### config.mk
export PLATFORM = sky130hd
export DESIGN_NAME = seven_seg_scan_drv
export DESIGN_NICKNAME = d
export VERILOG_FILES = /design/src/rtl/seven_seg_scan_drv_pkg.sv /design/src/rtl/seven_seg_scan_drv_hex7_dec.sv /design/src/rtl/seven_seg_scan_drv.sv
export SDC_FILE = /design/constraint.sdc
export NUM_CORES = 1
export LEC_CHECK = 0
export BUFFER_PORTS_ARGS = -buffer_cell sky130_fd_sc_hd__buf_2
export CORE_ASPECT_RATIO = 2
export CORE_MARGIN = 1
export CORE_UTILIZATION = 55
export CTS_CLUSTER_SIZE = 20
export DETAILED_ROUTE_END_ITERATION = 8
export PLACE_DENSITY = 0.84
export SLEW_MARGIN = 20
export SYNTH_ARGS = -nofsm -noshare
export SYNTH_HDL_FRONTEND = slang
export SYNTH_SLANG_ARGS = --single-unit
### constraint.sdc
create_clock -name clk -period 6.35 [get_ports clk]
set_clock_uncertainty 0.05 [all_clocks]
set_input_delay 1.27 -clock clk [delete_from_list [all_inputs] [get_ports clk]]
set_output_delay 1.27 -clock clk [all_outputs]
set_load 0.005 [all_outputs]
### src/rtl/seven_seg_scan_drv_pkg.sv
// Shared constants for the seven-segment scan driver: segment lookup and idle pin levels.
package seven_seg_scan_drv_pkg;

  typedef logic [3:0] nibble_t;
  typedef logic [2:0] digit_t;

  localparam logic [7:0] SEG_OFF = 8'hFF;
  localparam logic [7:0] AN_OFF  = 8'hFF;

  // Active-low {g,f,e,d,c,b,a}, indexed by nibble value (entry 15 first).
  localparam logic [15:0][6:0] HEX7_LUT = {
    7'h0E, 7'h06, 7'h21, 7'h46, 7'h03, 7'h08, 7'h10, 7'h00,
    7'h78, 7'h02, 7'h12, 7'h19, 7'h30, 7'h24, 7'h79, 7'h40
  };

endpackage

### src/rtl/seven_seg_scan_drv_hex7_dec.sv
// Combinational hex nibble to active-low seven-segment pattern.
module seven_seg_scan_drv_hex7_dec
  import seven_seg_scan_drv_pkg::*;
(
  input  logic [3:0] nibble,
  output logic [6:0] seg_n
);

  assign seg_n = HEX7_LUT[nibble];

endmodule

### src/rtl/seven_seg_scan_drv.sv
// Eight-digit common-anode scan driver with frame latching, dead time, blink,
// decimal points and optional leading-zero blanking.
module seven_seg_scan_drv
  import seven_seg_scan_drv_pkg::*;
#(
  parameter int unsigned SCAN_DIV     = 50000,
  parameter int unsigned DEAD_CYCLES  = 64,
  parameter int unsigned BLINK_FRAMES = 64
) (
  input  logic        clk,
  input  logic        reset,
  input  logic [31:0] disp_num,
  input  logic [7:0]  dp_in,
  input  logic [7:0]  blink_mask,
  input  logic        lz_blank,
  output logic [7:0]  an,
  output logic [7:0]  seg,
  output logic        frame_sync
);

  localparam int unsigned DivW = $clog2(SCAN_DIV);
  localparam int unsigned FrmW = $clog2(BLINK_FRAMES + 1);

  logic [DivW-1:0] div_cnt_q, div_cnt_d;
  digit_t          digit_idx_q, digit_idx_d;
  logic [FrmW-1:0] frame_cnt_q, frame_cnt_d;
  logic            blink_phase_q, blink_phase_d;
  logic [31:0]     shadow_q, shadow_d;
  logic [7:0]      shadow_dp_q, shadow_dp_d;
  logic [7:0]      shadow_blink_q, shadow_blink_d;
  logic            shadow_lz_q, shadow_lz_d;
  logic [7:0]      an_q, an_d;
  logic [7:0]      seg_q, seg_d;
  logic            frame_sync_q, frame_sync_d;

  logic    slot_tick;
  logic    latch;
  digit_t  top;
  logic    lz_blanked;
  logic    en;
  nibble_t nibble;
  logic [6:0] hex_n;

  assign slot_tick = (div_cnt_q == DivW'(SCAN_DIV - 1));
  assign latch     = slot_tick && (digit_idx_q == 3'd7);
  assign nibble    = shadow_q[{digit_idx_q, 2'b00} +: 4];

  seven_seg_scan_drv_hex7_dec u_hex7_dec (
    .nibble (nibble),
    .seg_n  (hex_n)
  );

  // Ascending scan so the highest nonzero nibble wins.
  always_comb begin
    top = 3'd0;
    for (int k = 0; k < 8; k++) begin
      if (shadow_q[4*k +: 4] != 4'h0) top = 3'(k);
    end
  end

  assign lz_blanked = shadow_lz_q && (digit_idx_q > top);
  assign en = (div_cnt_q >= DivW'(DEAD_CYCLES)) && !lz_blanked &&
              !(shadow_blink_q[digit_idx_q] && blink_phase_q);

  always_comb begin
    div_cnt_d      = slot_tick ? '0 : div_cnt_q + 1'b1;
    digit_idx_d    = slot_tick ? digit_idx_q + 3'd1 : digit_idx_q;
    frame_cnt_d    = frame_cnt_q;
    blink_phase_d  = blink_phase_q;
    shadow_d       = shadow_q;
    shadow_dp_d    = shadow_dp_q;
    shadow_blink_d = shadow_blink_q;
    shadow_lz_d    = shadow_lz_q;
    frame_sync_d   = latch;

    if (latch) begin
      shadow_d       = disp_num;
      shadow_dp_d    = dp_in;
      shadow_blink_d = blink_mask;
      shadow_lz_d    = lz_blank;
      if (frame_cnt_q == FrmW'(BLINK_FRAMES - 1)) begin
        frame_cnt_d   = '0;
        blink_phase_d = !blink_phase_q;
      end else begin
        frame_cnt_d   = frame_cnt_q + 1'b1;
      end
    end

    an_d  = en ? ~(8'b1 << digit_idx_q) : AN_OFF;
    seg_d = en ? {~shadow_dp_q[digit_idx_q], hex_n} : SEG_OFF;
  end

  always_ff @(posedge clk or negedge reset) begin
    if (!reset) begin
      div_cnt_q      <= '0;
      digit_idx_q    <= '0;
      frame_cnt_q    <= '0;
      blink_phase_q  <= 1'b0;
      shadow_q       <= 32'h0;
      shadow_dp_q    <= 8'h0;
      shadow_blink_q <= 8'h0;
      shadow_lz_q    <= 1'b0;
      an_q           <= AN_OFF;
      seg_q          <= SEG_OFF;
      frame_sync_q   <= 1'b0;
    end else begin
      div_cnt_q      <= div_cnt_d;
      digit_idx_q    <= digit_idx_d;
      frame_cnt_q    <= frame_cnt_d;
      blink_phase_q  <= blink_phase_d;
      shadow_q       <= shadow_d;
      shadow_dp_q    <= shadow_dp_d;
      shadow_blink_q <= shadow_blink_d;
      shadow_lz_q    <= shadow_lz_d;
      an_q           <= an_d;
      seg_q          <= seg_d;
      frame_sync_q   <= frame_sync_d;
    end
  end

  assign an         = an_q;
  assign seg        = seg_q;
  assign frame_sync = frame_sync_q;

endmodule

==> Word-level counts from Yosys, hierarchy flattened <==
Memory sizes are Yosys's and may differ from the RTL's.
Cells that the tools add are included.
{ "totals": {"reg_bits": 93, "romBits": 112, "input_bits": 51, "output_inout_bits": 17, "elab_cells": 58, "mem_count": 1} }
{ "memory_table": {"columns": ["memory", "depth", "width", "read_ports", "rd_ports_with_merged_regs", "wr", "line", "text"], "rows": [
  ["(no name shown)", 16, 7, 1, 0, 0, "seven_seg_scan_drv_hex7_dec.sv:9", "assign seg_n = HEX7_LUT[nibble];"]
]} }
{ "op_classes": {"add_sub_neg": 3, "order_cmp": 4, "n_eq_ne": 3, "n_shift": 2, "n_mux": 16, "n_bitwise": 2, "reduce_logical": 16} }
{ "op_table": {"columns": ["op", "count"], "rows": [
  ["32-bit by 6-bit variable part select with 4-bit output", 1],
  ["4-bit nonzero test", 7],
  ["16-bit by 1-bit adder with 16-bit output (second input constant)", 1],
  ["16-bit equality test (second input constant)", 1],
  ["16-bit by 7-bit >= comparator with 1-bit output (second input constant)", 1],
  ["16-bit two-way mux", 1],
  ["8-bit two-way mux", 2],
  ["3-bit two-way mux", 5],
  ["7-bit two-way mux", 2],
  ["8-bit inverter", 1],
  ["1-bit by 3-bit << shifter with 8-bit output (first input constant)", 1],
  ["7-bit by 1-bit adder with 7-bit output (second input constant)", 1],
  ["7-bit by 6-bit equality test with 1-bit output (second input constant)", 1],
  ["1-bit binary-select mux with 3-bit select", 2],
  ["1-bit logical AND", 5],
  ["4-bit by 5-bit < comparator with 1-bit output (second input constant)", 1],
  ["3-bit by 4-bit < comparator with 1-bit output (second input constant)", 1],
  ["3-bit by 1-bit adder with 3-bit output (second input constant)", 1],
  ["3-bit equality test (second input constant)", 1],
  ["3-bit greater-than comparator", 1],
  ["1-bit zero test", 3],
  ["1-bit two-way mux", 3],
  ["2-bit two-way mux", 1],
  ["2-bit AND reduction", 1],
  ["1-bit inverter", 1]
]} }

==> Depth between registers and ports, before layout <==
{ "logic_depth": {"word_depth": 14, "ltp_mapped": 12, "depth_no_buf": 11} }

==> By module <==
From an unflattened synthesis, not the netlist that was laid out.
{ "hier_totals": {"hier_cells": 359, "area_unflattened_um2": 4853.4} }
{ "by_module_without_submodules": {"columns": ["module", "instances", "cells_each", "area_per_inst_um2", "seq_area_each_um2"], "rows": [
  ["seven_seg_scan_drv", 1, 328, 4591.9, 2347.3],
  ["seven_seg_scan_drv_hex7_dec", 1, 31, 261.5, 0.0]
]} }

==> Least setup slack after synthesis <==
No wires, ideal clock.
{ "synth_path": {"path_type": "register -> register", "startpoint": "register digit_idx_q[0]", "endpoint": "register seg_q[0], in the netlist seg[0]", "setup_ps": 101, "arrival_time_ps": 2215, "path_slack_ps": 3984, "path_stages_with_launch": 9, "cell_sequence": "dfrtp_1 > buf_2 > mux4_2 > nand2_1 > nand2_1 > ha_1 > or3_1 > o21ai_0 > o21ai_0"} }
{ "synth_via": {"elab_chain_len": 6, "elab_cells_between_ends": 13, "cone_classes": "1 x order compare; 1 x shift; 4 x mux; 6 x reduce/logical; 1 x memory"} }
{ "synth_rtl": {"columns": ["element", "line", "text"], "rows": [
  ["start, declared", "seven_seg_scan_drv.sv:25", "digit_t digit_idx_q, digit_idx_d;"],
  ["start signal, assigned", "seven_seg_scan_drv.sv:108", "digit_idx_q <= digit_idx_d;"],
  ["branches (longest 5 deep; another with memory read 16 x 7 bit)", null, null],
  ["8-bit two-way mux *", "seven_seg_scan_drv.sv:90", "seg_d = en ? {~shadow_dp_q[digit_idx_q], hex_n} : SEG_OFF;"],
  ["via seg_d[0]", "seven_seg_scan_drv.sv:33", "logic [7:0] seg_q, seg_d;"],
  ["end signal, assigned", "seven_seg_scan_drv.sv:116", "seg_q <= seg_d;"],
  ["end, declared", "seven_seg_scan_drv.sv:33", null]
]} }
Mark *: on every way through the listed nets, which the timed path passes. The select of a mux whose other input is x is not followed.
A chain may end at the register's enable or synchronous reset.

==> Worst setup path after layout <==
{ "layout_path": {"startpoint": "register digit_idx_q[0]", "endpoint": "register frame_cnt_q[3]"} }
{ "layout_via": {"elab_chain_len": 2} }
{ "layout_rtl": {"columns": ["element", "line", "text"], "rows": [
  ["3-bit equality test", "seven_seg_scan_drv.sv:45", "assign latch = slot_tick && (digit_idx_q == 3'd7);"],
  ["1-bit logical AND", "seven_seg_scan_drv.sv:45", null],
  ["end signal, assigned", "seven_seg_scan_drv.sv:109", "frame_cnt_q <= frame_cnt_d;"],
  ["end, declared", "seven_seg_scan_drv.sv:26", "logic [FrmW-1:0] frame_cnt_q, frame_cnt_d;"]
]} }
No other way between the ends.

==> summary.md <==
| Metric | Value |
|---|---|
| Status | finished, violations left |
| Violated checks | DRC |
| # port buffers | 67 |
| Filler cells | 592 |
| R2r startpoint | digit_idx_q[0]$_DFFE_PN0N_ |
| CTS root buf | clkbuf_16 |
| Total core area | 7890 µm² |
| Syn nets | 525 |
| Post-route ant nets | 0 |
| Post-DP Area | 4850 µm² |
| Vias in the first global route | 3378 |
| IO Pins | 68 |
| Initial antenna violation count | 0 |
| Post-Syn Area | 4430 µm² |
| Synth-to-layout area growth | 15.6% |
| Most used cell, CP | ha_1 |
| Flops & latches, synth | 93 |
| H-tree depth | 3 |
| HPWL Detailed | 6710 µm |
| Most common cell after layout, fill and taps aside | nand2_1 |
| Worst path required time | 6.55 ns |
| Total congestion overflow | 0 |
| Crit share post-route | 47.0% |
| Num CTS Buffers | 9 |
| FF-to-FF path depth | 7 |
| Drt wl/cell | 14.5 µm |
| Initial core utilization | 56.1% |
| Row Count | 46 |
| Max clock buf depth | 2 |
| Via count | 3414 |
| Chip height | 129 µm |
| Worst R2R End | frame_cnt_q[3]$_DFFE_PN0P_ |
| Crit path max fanout | 55 |
| Peak supply drop | 167 µV |
| CP max stage cell | dfrtp_1 |
| Drt total wl | 9020 µm |
| EDFF count, synth | 0 |
| Final Slew Violations | 0 |
| Max cap viols | 0 |
| Hold slack final | 0.422 ns |
| Vias per inst | 5.50 |
| R2R Setup Slk | 3.37 ns |
| Crit Path Class | register to register |
| Clock latency at the later pin of the worst-skew pair | 0.34 ns |
| Tmin final | 2.98 ns |
| Most frequent cells in the layout | nand2_1, dfrtp_1, buf_2 |
| CP cell instances | ha_1, ha_1, inv_1, or4_1, buf_4, or2_0, o31ai_1 |
| Synth cell types | 36 |
| Pin count of the biggest net entering global routing | 56 |
| Initial drt markers | 203 |
| Setup Fix Bufs, Post-CTS | 0 |
| Cells after Synth | 456 |
| Worst Hold End | shadow_blink_q[6]$_DFFE_PN0P_ |
| Min-Delay Path Class | register to register |
| Pre-Repair DR Iteration Count | 7 |
| First-pass GRT wire length | 15400 µm |
| Static leakage power | 2.29 nW |
| Worst setup SP type | register |
| Max Clk Rate | 335 MHz |
| Final setup viols | 0 |
| CP arrival | 3.18 ns |
| Tot GR Track Use | 24.4% |
| # clock sinks | 93 |
| Layout cells sized above 1 | 21.9% |
| Synth top area cells | dfrtp_1, nand2_1, dfstp_2 |
| Routability-driven placement congestion ratio | 0.894 |
| Ant. Diodes | 0 |
| Nets | 589 |
| Synth Flop Type | dfrtp_1 |
| Clock slew at reported path FFs | 0.06 ns |
| Element type at the critical path end | register |
| Die X | 65.4 µm |
| Setup TNS | 0 ns |
| PostCTS Resize Cnt | 0 |
| Syn_area_per_cell | 9.71 µm² |
| Post-synthesis sequential area ratio | 53.0% |
| Die ar. | 8430 µm² |
| RSZ-0062 raised after global routing | no |
| Min-delay src | shadow_blink_q[6]$_DFFE_PN0P_ |
| Endpoints failing hold | 0 |
| CTS tree | built |
| Power Dens Cells | 216 nW/µm² |
| Yosys warning count | 0 |
| Yosys top cell by area | dfrtp_1 |
| Fraction of synthesis flops using an asynchronous set or reset pin | 100% |
| Worst-Margin Slew | 0.838 ns |
| Slowest Stage Delay on Critical Path | 0.89 ns |
| Final instance area | 5120 µm² |
| Residual DRC | 2 |
| Slew headroom | 42.5% |
| Worst hold path stage count | 2 |
| # hold bufs at CTS | 0 |
| Top-area cell type share of the netlist area | 43.5% |
power breakdown:
part           internal, mW  switching, mW  total (mW)
clock network         0.276          0.208       0.483
registers             0.593              0       0.593
logic                0.0115         0.0149      0.0263
total                 0.880          0.222        1.10
registers in the layout, summed over array words and instances, names as in the netlist:
signal          count
an                  8
seg                 8
frame_cnt_q         7
shadow_blink_q      8
shadow_lz_q         1
blink_phase_q       1
digit_idx_q         3
frame_sync          1
shadow_dp_q         8
div_cnt_q          16
shadow_q           32
through the flow:
step           worst slack (ns)  instances  util, %  power [mW]
2_1_floorplan              3.98        456        -       0.604
3_3_place_gp               3.49        605     61.5       0.630
3_5_place_dp               3.37        605     61.5       0.631
4_1_cts                    3.36        621     64.9        1.11
5_1_grt                    3.12        621     64.9        1.14
6_report                   3.37        621     64.9        1.10
per-layer routing:
metal  global-route usage [%]  share of wire, %
met1                     26.9                37
met2                     42.8                56
met3                     4.79               3.5
met4                     13.7               3.4
met5                        0                 0
logic make-up (layout without fill, tap and decap cells):
family	Yosys count	in the layout	synth area share, %
multiplexers	20	20	7.97
AO/OA/AOI/OAI	25	25	3.62
adder cells (fa/ha/maj)	18	18	5.09
AND/OR/NAND/NOR	252	252	24.1
XOR/XNOR	18	18	3.56
buffers and inverters	30	99	2.68
flip-flops	93	93	53.0
Yosys cell counts (all sizes together), types with 2 or more instances:
cell / count
and2: 2
and3: 2
mux2: 2
nand2: 182
nor3: 5
o211ai: 4
dfrtp: 77
mux4: 12
ha: 18
clkbuf: 12
inv: 12
nand3: 19
buf: 6
nand4: 6
dfstp: 16
nor2: 16
mux2i: 6
o21ai: 10
xor2: 10
xnor2: 8
o31ai: 2
a21oi: 4
nor2b: 4
nor4: 7
or4: 5
cell type report:
type,instances,area (µm²),share of cell area (%)
Clock buffer,14,254,4.96
Timing Repair Buffer,71,368,7.19
Clock inverter,2,12.5,0.245
Multi-Input combinational cell,333,1970,38.5
Tap cell,96,120,2.35
Inverter,12,45.0,0.880
Sequential cell,93,2350,45.9
how the worst max path moves through the flow:
stage / startpoint / endpoint
after floorplan: digit_idx_q[0]$_DFFE_PN0N_ / seg[0]$_DFF_PN1_
after global placement: digit_idx_q[0]$_DFFE_PN0N_ / frame_cnt_q[3]$_DFFE_PN0P_
after detailed placement: digit_idx_q[0]$_DFFE_PN0N_ / frame_cnt_q[3]$_DFFE_PN0P_
after CTS: digit_idx_q[0]$_DFFE_PN0N_ / frame_cnt_q[3]$_DFFE_PN0P_
after global routing: shadow_q[8]$_DFFE_PN0P_ / seg[4]$_DFF_PN1_
final: digit_idx_q[0]$_DFFE_PN0N_ / frame_cnt_q[3]$_DFFE_PN0P_
worst max-delay path: cells and delay by family, from the launching register on:
kind	cells	cell delay (ns)
flip-flops	1	0.89
AND/OR/NAND/NOR	2	0.81
adder cells (fa/ha/maj)	2	0.53
buffers and inverters	2	0.40
AO/OA/AOI/OAI	1	0.20
No activity file was read; power rests on OpenSTA's default activity.
